**config.mk**
```make
export PLATFORM = sky130hd
export DESIGN_NAME = ed_result_unpacker
export DESIGN_NICKNAME = d
export VERILOG_FILES = /design/src/rtl/ed_result_unpacker_pkg.sv /design/src/rtl/ed_result_unpacker_fifo_sync_fwft.sv /design/src/rtl/ed_result_unpacker.sv
export SDC_FILE = /design/constraint.sdc
export NUM_CORES = 1
export LEC_CHECK = 0
export BUFFER_PORTS_ARGS = -buffer_cell sky130_fd_sc_hd__buf_2
export CAP_MARGIN = 20
export CORE_ASPECT_RATIO = 1.1
export CORE_MARGIN = 8
export CORE_UTILIZATION = 55
export DETAILED_ROUTE_END_ITERATION = 12
export GPL_TIMING_DRIVEN = 1
export MAX_ROUTING_LAYER = met4
export PLACE_DENSITY = 0.74
export SKIP_CTS_REPAIR_TIMING = 1
export SYNTH_ARGS = -nofsm -noshare
export SYNTH_HDL_FRONTEND = slang
export SYNTH_HIERARCHICAL = 1
export SYNTH_SLANG_ARGS = --single-unit
```
**constraint.sdc**
```tcl
create_clock -name clock -period 6.5 [get_ports clock]
set_input_delay 1.3 -clock clock [delete_from_list [all_inputs] [get_ports clock]]
set_output_delay 1.3 -clock clock [all_outputs]
set_load 0.01 [all_outputs]
```
**src/rtl/ed_result_unpacker_pkg.sv**
```systemverilog
// Shared types for the energy-detection result unpacker: widths, FSM states
// and the packed FIFO entry layout.
package ed_pkg;

  localparam int WIN_W    = 10;
  localparam int SAMPLE_W = 31;

  typedef enum logic {
    IDLE   = 1'b0,
    IN_WIN = 1'b1
  } state_t;

  typedef struct packed {
    logic                flag;
    logic                first;
    logic                last;
    logic [SAMPLE_W-1:0] sample;
  } entry_t;

  localparam int ENTRY_W = $bits(entry_t);

endpackage

```
**src/rtl/ed_result_unpacker_fifo_sync_fwft.sv**
```systemverilog
// Generic first-word-fall-through synchronous FIFO. The head is visible on
// dout whenever empty is low; dout reads as zero while empty.
module fifo_sync_fwft #(
  parameter int WIDTH = 34,
  parameter int DEPTH = 16
) (
  input  logic             clock,
  input  logic             sclr,
  input  logic             push,
  input  logic [WIDTH-1:0] din,
  input  logic             pop,
  output logic [WIDTH-1:0] dout,
  output logic             full,
  output logic             empty
);

  localparam int AW = $clog2(DEPTH);

  logic [WIDTH-1:0] mem [DEPTH];
  logic [AW-1:0]    wr_ptr;
  logic [AW-1:0]    rd_ptr;
  logic [AW:0]      count;
  logic             push_ok;
  logic             pop_ok;

  assign full    = (count == (AW+1)'(DEPTH));
  assign empty   = (count == '0);
  assign pop_ok  = pop && !empty;
  // A push into a full FIFO is only legal when the head leaves in the same cycle.
  assign push_ok = push && (!full || pop_ok);
  assign dout    = empty ? '0 : mem[rd_ptr];

  always_ff @(posedge clock) begin
    if (push_ok) mem[wr_ptr] <= din;
  end

  always_ff @(posedge clock) begin
    if (sclr) begin
      wr_ptr <= '0;
      rd_ptr <= '0;
      count  <= '0;
    end else begin
      if (push_ok) wr_ptr <= wr_ptr + AW'(1);
      if (pop_ok)  rd_ptr <= rd_ptr + AW'(1);
      case ({push_ok, pop_ok})
        2'b10:   count <= count + (AW+1)'(1);
        2'b01:   count <= count - (AW+1)'(1);
        default: count <= count;
      endcase
    end
  end

endmodule

```
**src/rtl/ed_result_unpacker.sv**
```systemverilog
// Splits the tagged energy-detection stream back into windows, strips the
// flag, optionally gates undetected windows and buffers the result.
//
// state  | meaning
// IDLE   | waiting for the first sample of a window
// IN_WIN | inside a window of ws_l samples, cnt = index of next sample
module ed_result_unpacker
  import ed_pkg::*;
#(
  parameter int DEPTH = 16,
  parameter int CNT_W = 16
) (
  input  logic                clock,
  input  logic                sclr,
  input  logic [WIN_W-1:0]    window_size,
  input  logic                gate_en,
  input  logic [31:0]         din,
  input  logic                din_valid,
  output logic [SAMPLE_W-1:0] dout,
  output logic                dout_flag,
  output logic                dout_first,
  output logic                dout_last,
  output logic                dout_valid,
  input  logic                dout_ready,
  output logic [CNT_W-1:0]    win_count,
  output logic [CNT_W-1:0]    det_count,
  output logic                flag_err,
  output logic                ovf
);

  state_t           state;
  logic [WIN_W-1:0] ws_l;
  logic [WIN_W-1:0] cnt;
  logic             win_flag;
  logic             gate_l;

  logic   start;
  logic   mid;
  logic   cur_flag;
  logic   cur_gate;
  logic   is_last;
  logic   complete;
  logic   push_req;
  logic   pop;
  logic   full;
  logic   empty;
  entry_t push_entry;
  entry_t head;

  // The starting sample is classified from the live inputs; later samples use the latched window state.
  always_comb begin
    start    = (state == IDLE) && din_valid && (window_size != '0);
    mid      = (state == IN_WIN) && din_valid;
    cur_flag = start ? din[31] : win_flag;
    cur_gate = start ? gate_en : gate_l;
    is_last  = start ? (window_size == WIN_W'(1)) : (cnt == ws_l - WIN_W'(1));
    complete = (start || mid) && is_last;
    push_req = (start || mid) && (!cur_gate || cur_flag);
    push_entry.flag   = cur_flag;
    push_entry.first  = start;
    push_entry.last   = is_last;
    push_entry.sample = din[SAMPLE_W-1:0];
  end

  assign pop = dout_valid && dout_ready;

  always_ff @(posedge clock) begin
    if (sclr) begin
      state     <= IDLE;
      ws_l      <= '0;
      cnt       <= '0;
      win_flag  <= 1'b0;
      gate_l    <= 1'b0;
      win_count <= '0;
      det_count <= '0;
      flag_err  <= 1'b0;
      ovf       <= 1'b0;
    end else begin
      case (state)
        IDLE: begin
          if (start) begin
            ws_l     <= window_size;
            win_flag <= din[31];
            gate_l   <= gate_en;
            if (!is_last) begin
              cnt   <= WIN_W'(1);
              state <= IN_WIN;
            end
          end
        end
        IN_WIN: begin
          if (mid) begin
            if (din[31] != win_flag) flag_err <= 1'b1;
            if (is_last) state <= IDLE;
            else         cnt   <= cnt + WIN_W'(1);
          end
        end
        default: state <= IDLE;
      endcase
      if (complete) begin
        win_count <= win_count + CNT_W'(1);
        if (cur_flag && (det_count != '1)) det_count <= det_count + CNT_W'(1);
      end
      if (push_req && full && !pop) ovf <= 1'b1;
    end
  end

  fifo_sync_fwft #(
    .WIDTH (ENTRY_W),
    .DEPTH (DEPTH)
  ) u_fifo (
    .clock (clock),
    .sclr  (sclr),
    .push  (push_req),
    .din   (push_entry),
    .pop   (pop),
    .dout  (head),
    .full  (full),
    .empty (empty)
  );

  assign dout_valid = !empty;
  assign dout       = head.sample;
  assign dout_flag  = head.flag;
  assign dout_first = head.first;
  assign dout_last  = head.last;

endmodule

```
# [Word level (Yosys, flattened, before mapping)]
# Memory sizes are Yosys's and may differ from the RTL's. A register that Yosys moved wholly into a read port is not among the register bits.
# Index checks and enable logic that the tools add are counted.
[classes] reduce_logical=25 n_mux=18 bitwise=1 addsub=8 n_eq_ne=11
[op_table] op="$mux W10" count=4
[op_table] op="$mux W34" count=1
[op_table] op="$add A16 B1 Y16 const B" count=2
[op_table] op="$pmux W10 S2" count=1
[op_table] op="$ne A16 B16 Y1 const B" count=1
[op_table] op="$logic_and A1 B1 Y1" count=11
[op_table] op="$add A10 B1 Y10 const B" count=1
[op_table] op="$eq A10 B1 Y1 const B" count=1
[op_table] op="$eq A10 B10 Y1" count=1
[op_table] op="$pmux W5 S2" count=1
[op_table] op="$reduce_bool A10 Y1" count=1
[op_table] op="$sub A10 B1 Y10 const B" count=1
[op_table] op="$add A4 B1 Y4 const B" count=2
[op_table] op="$mux W1" count=8
[op_table] op="$mux W4" count=2
[op_table] op="$ne A2 B2 Y1 const B" count=3
[op_table] op="$add A5 B1 Y5 const B" count=1
[op_table] op="$eq A5 B5 Y1 const B" count=1
[op_table] op="$logic_not A5 Y1" count=1
[op_table] op="$sub A5 B1 Y5 const B" count=1
[op_table] op="$logic_not A1 Y1" count=4
[op_table] op="$reduce_and A2 Y1" count=2
[op_table] op="$reduce_and A4 Y1" count=1
[op_table] op="$logic_or A1 B1 Y1" count=3
[op_table] op="other kinds (8)" count=8
[word_totals] output_inout_bits=69 word_cells=76 mem_count=1 ff_bits=70 ram_bits=544
[mem_list] memory="u_fifo.mem" words=16 word_bits=34 rd=1 rd_clocked_by_memory_dff=1 wr=1 line_no="ed_result_unpacker_fifo_sync_fwft.sv:19" source="logic [WIDTH-1:0] mem [DEPTH];"

# [Longest topological paths before layout]
[depth] depth_word=10 ltp_mapped=14 depth_no_buf=13

# [Hierarchy]
# The synthesis kept the hierarchy.
[modules_own_cells] mod="fifo_sync_fwft" area_per_inst_um2=21695.8 n_inst=1 seq_area_each_um2=16676.0 cells_per_inst=962
[modules_own_cells] mod="ed_result_unpacker" area_per_inst_um2=2994.1 n_inst=1 seq_area_each_um2=1141.1 cells_per_inst=370

# [Least setup slack after synthesis]
# OpenSTA, ideal clock, no wires.
[synth_path] path_kind="input to register" start="input port window_size[3]" end="memory u_fifo.mem[0][0], enable pin" arrival_time_ps=6486 setup_time_ps=510 path_slack_ps=-496 cell_stages=8 cell_sequence="nor4_1 > nand3_1 > o21ai_0 > mux2_2 > a21oi_1 > clkbuf_1 > o21ai_4 > nor4_1"
[synth_between] elab_chain_len=9 word_cells_on_any_way=11 cone_classes="4 x mux; 7 x reduce/logical"
[synth_lines] item="start: declaration" line_no="ed_result_unpacker.sv:15" source="input logic [WIN_W-1:0] window_size,"
[synth_lines] item="$reduce_bool A10 Y1 *" line_no="ed_result_unpacker.sv:52" source="start = (state == IDLE) && din_valid && (window_size != '0);"
[synth_lines] item="$logic_and A1 B1 Y1 *" line_no="ed_result_unpacker.sv:52"
[synth_lines] item="$mux W1"
[synth_lines] item="$logic_not A1 Y1" line_no="ed_result_unpacker.sv:58" source="push_req = (start || mid) && (!cur_gate || cur_flag);"
[synth_lines] item="$logic_or A1 B1 Y1" line_no="ed_result_unpacker.sv:58"
[synth_lines] item="$logic_and A1 B1 Y1 *" line_no="ed_result_unpacker.sv:58"
[synth_lines] item="net push_req" line_no="ed_result_unpacker.sv:43" source="logic push_req;"
[synth_lines] item="$logic_and A1 B1 Y1 *" line_no="ed_result_unpacker_fifo_sync_fwft.sv:30" source="assign push_ok = push && (!full || pop_ok);"
[synth_lines] item="$mux W1 *" line_no="ed_result_unpacker_fifo_sync_fwft.sv:34" source="if (push_ok) mem[wr_ptr] <= din;"
[synth_lines] item="$mux W1 (not written as such) *" line_no="ed_result_unpacker_fifo_sync_fwft.sv:34"
[synth_lines] item="end: declaration" line_no="ed_result_unpacker_fifo_sync_fwft.sv:19"
# Mark *: on every way through the listed nets, which the timed path passes. The rest lies on a longest branch.

==> key figures <==
Placement
  – Placed cell area: roughly 26000 sq um
  – IO Port Bufs: 115
  – Routability cong.: 0.779
  – HPWL Detailed: approximately 28000 um

Hold path
  – Hold crit path type: reg2reg
  – Hold path cells: 2

Worst setup path
  – Worst-path cell chain: buf_12, mux4_2, mux2_2, a221o_1, buf_2
  – Crit-path slowest cell: dfxtp_4
  – Startpoint Class: flop
  – Critical Path End: dout[28]
  – Worst EP required: between 5 and 6 ns
  – Slowest stage delay, CP: ~0.97 ns
  – Start of the worst register-to-register path: state
  – R2r setup slk: about 2.5 ns
  – Critical Path Fanout Max: between 50 and 60
  – R2r worst-path depth: 9
  – Critical path endpoint category: output pin
  – Critical Path AT: about 3.4 ns
  – Reg-to-Reg End: u_fifo/mem[12][30]
  – Crit path kind: reg2out

Yosys
  – Post-synthesis cell type count: 61
  – Main combinational cell family by area after synthesis: multiplexers
  – Register bit total from synthesis: between 600 and 700
  – Mux share of post-synthesis cell area: 0.143
  – Cell count after synthesis: 1332
  – Post-Synth Adder-Cell Area: 0.00689
  – Compound-Gate Fraction of Synth Area: 0.0475
  – Count leader, synth: edfxtp_1
  – Sequential element share of the synthesized area: 0.722
  – Post-synth EDFFs: about 540
  – Synth async-reset ratio: 0
  – Synth top area cells: edfxtp_1 66%, mux4_2 12%, dfxtp_1 6.0%
  – Synth area leader: edfxtp_1
  – Post-synth top cells: 544 x edfxtp_1, 136 x mux4_2, 74 x dfxtp_1
  – Average size of a mapped cell: 18.5 sq um
  – XOR/XNOR share of the synthesized area: 0.00780
  – Synth Area in Simple Gates: 0.0566
  – Top_reg_cell synth: edfxtp_1
  – Top-area cell type share of the netlist area: 0.662
  – Mapped Nets: 1392
  – Ys Warns: 6
  – Netlist Area Pre-Place: roughly 25000 sq um

Die
  – Initial Utilization: 0.556
  – Die area: around 52000 sq um
  – Core Region: between 40000 and 50000 sq um
  – Die height: roughly 240 um
  – Rows: about 80
  – I/O Pins: about 120
  – Die X: around 220 um

Finish
  – Fin area: 27900 sq um
  – Final Util: 0.629
  – Final nets: between 1500 and 2000
  – Syn-to-layout area delta: 13.1%
  – Area of the multi-input gates: roughly 6500 sq um
  – Share of cells above drive strength 1: 0.284
  – Filler Cells Inserted: slightly above 3000
  – Sequential Area: 17800 sq um

Global routing
  – Vias in the first global route: 13600
  – Initial antenna violation count: 4
  – First-pass GRT wire length: 78800 um
  – Largest net degree at the start of global routing: 71
  – Gr usage total: 0.202
  – Grt total ovfl: 0

Clock network
  – CTS tree: done
  – Clock-pin slew on the worst setup and hold paths: 0.06 ns
  – Clk_lat worst skew: 0.60 ns
  – CTS root buffer: clkbuf_16
  – CTS H-Tree Depth: 2
  – Sink Count: approximately 620
  – Maximum clock path buffer count: 3
  – Num CTS Buffers: 59

STA
  – Final Max Slew Viols: 0
  – Slew @ Worst Pin: between 1 and 1.5 ns
  – Hold Fails Final Rpt: 0
  – Final setup viols: 0
  – Tcrit/Tclk final: 0.715
  – Slew Limit Headroom: 0.240
  – RSZ-0062 raised after global routing: false
  – Max Clock Skew: 0.0177 ns
  – F_max: between 0.2 and 0.25 GHz
  – Fin crit period: about 4.6 ns

Power and ir drop
  – P_leak: 8.88 nW
  – Gate power share: 0.179
  – Reg power frac: 0.474
  – P_int: 7.21 mW
  – Design Power: 9.64 mW
  – Sw Ratio: 0.252
  – Clock Power Share: 0.347
  – Power density cells: about 350 nW/um^2
  – Net switching power: between 2 and 2.5 mW
  – Peak VDD IR: about 0.00024 V

Route
  – DRT antenna net count: 0
  – Pre-antenna DRT Iters: 5
  – Drc violations: 0
  – Routed WL per cell: approximately 24 um
  – Via count: 12900
  – Number of DRC markers in iteration 0: roughly 910
  – WL final: approximately 51000 um
  – Vias per std cell: 6.19

Job
  – Max_cap viols: 0

Outcome
  – Status: finished clean
-- layer usage --
layer / track usage / share of wire
met1: 0.261 / 0.40
met2: 0.330 / 0.51
met3: 0.0372 / 0.067
met4: 0.0566 / 0.021
met5: - / 0
-- worst max-delay path: cells and delay by family (launching register included) --
kind	cells	cell delay, ns
mux	2	0.85
flops	1	0.97
compound gates	1	0.34
buf+inv	2	0.55
-- flip-flops by register name (all words and copies together), names as in the netlist, 4 cells and up, named ones only --
register       flops
u_fifo/count       5
det_count         16
win_count         16
u_fifo/rd_ptr      4
cnt               10
ws_l              10
u_fifo/wr_ptr      4
u_fifo/mem       544
-- power groups by stage --
stage / Combinational, mW / Sequential (mW) / Clock, mW
final: 1.72 / 4.57 / 3.35
after global routing: 1.85 / 4.59 / 3.56
after CTS: 1.76 / 4.58 / 3.42
after detailed placement: 1.75 / 4.66 / 0
after global placement: 1.72 / 4.65 / 0
after floorplan: 1.26 / 4.57 / 0
-- kinds of logic (layout without fill, tap and decap cells) --
logic type                 after synthesis  count (layout)
DFF                                    618             618
buffers and inverters                   93             267
muxes                                  178             178
adders and majority gates               13              13
and+or+nand+nor                        244             244
other                                    0               4
xor gates and xnor gates                22              22
AOI/OAI and AO/OA                      164             164
-- placed cells by master (no fill, tap or decap), types with 23 or more instances in the layout --
cell,netlist,final
o31ai_1,23,23
a221o_1,35,35
dfxtp_1,74,71
nor2b_1,36,36
mux2_2,36,36
nor2_1,32,27
a21oi_1,54,53
mux4_2,136,136
buf_2,25,115
edfxtp_1,544,544
o21ai_0,23,23
nand2_1,43,43
clkbuf_16,0,59
-- metrics by stage --
step	hold slack [ns]	instances	setup TNS [ns]	setup WS, ns
floorplan	0.450	1332	-67.41	-0.496
global placement	0.453	1973	0	1.39
detailed placement	0.475	1973	0	1.37
CTS	0.485	2083	0	1.76
global route	0.512	2091	0	1.65
finish	0.487	2091	0	1.85
-- area by class of cell --
type                            instances  share of cell area
Sequential cell                       618               0.639
Clock buffer                           74              0.0553
Clock inverter                         36              0.0127
Multi-Input combinational cell        621               0.234
Tap cell                              581              0.0260
Antenna cell                            4            0.000359
Timing Repair Buffer                  138              0.0300
Inverter                               19             0.00255
-- worst min path at each step --
stage | start | end | slack, ns
floorplan | ws_l[9] | ws_l[9] | 0.45
global placement | ovf | ovf | 0.45
detailed placement | ws_l[9] | ws_l[9] | 0.48
CTS | ws_l[9] | ws_l[9] | 0.49
global route | flag_err | flag_err | 0.51
finish | ws_l[9] | ws_l[9] | 0.49
Note: power is estimated with default switching activity, not from simulation.
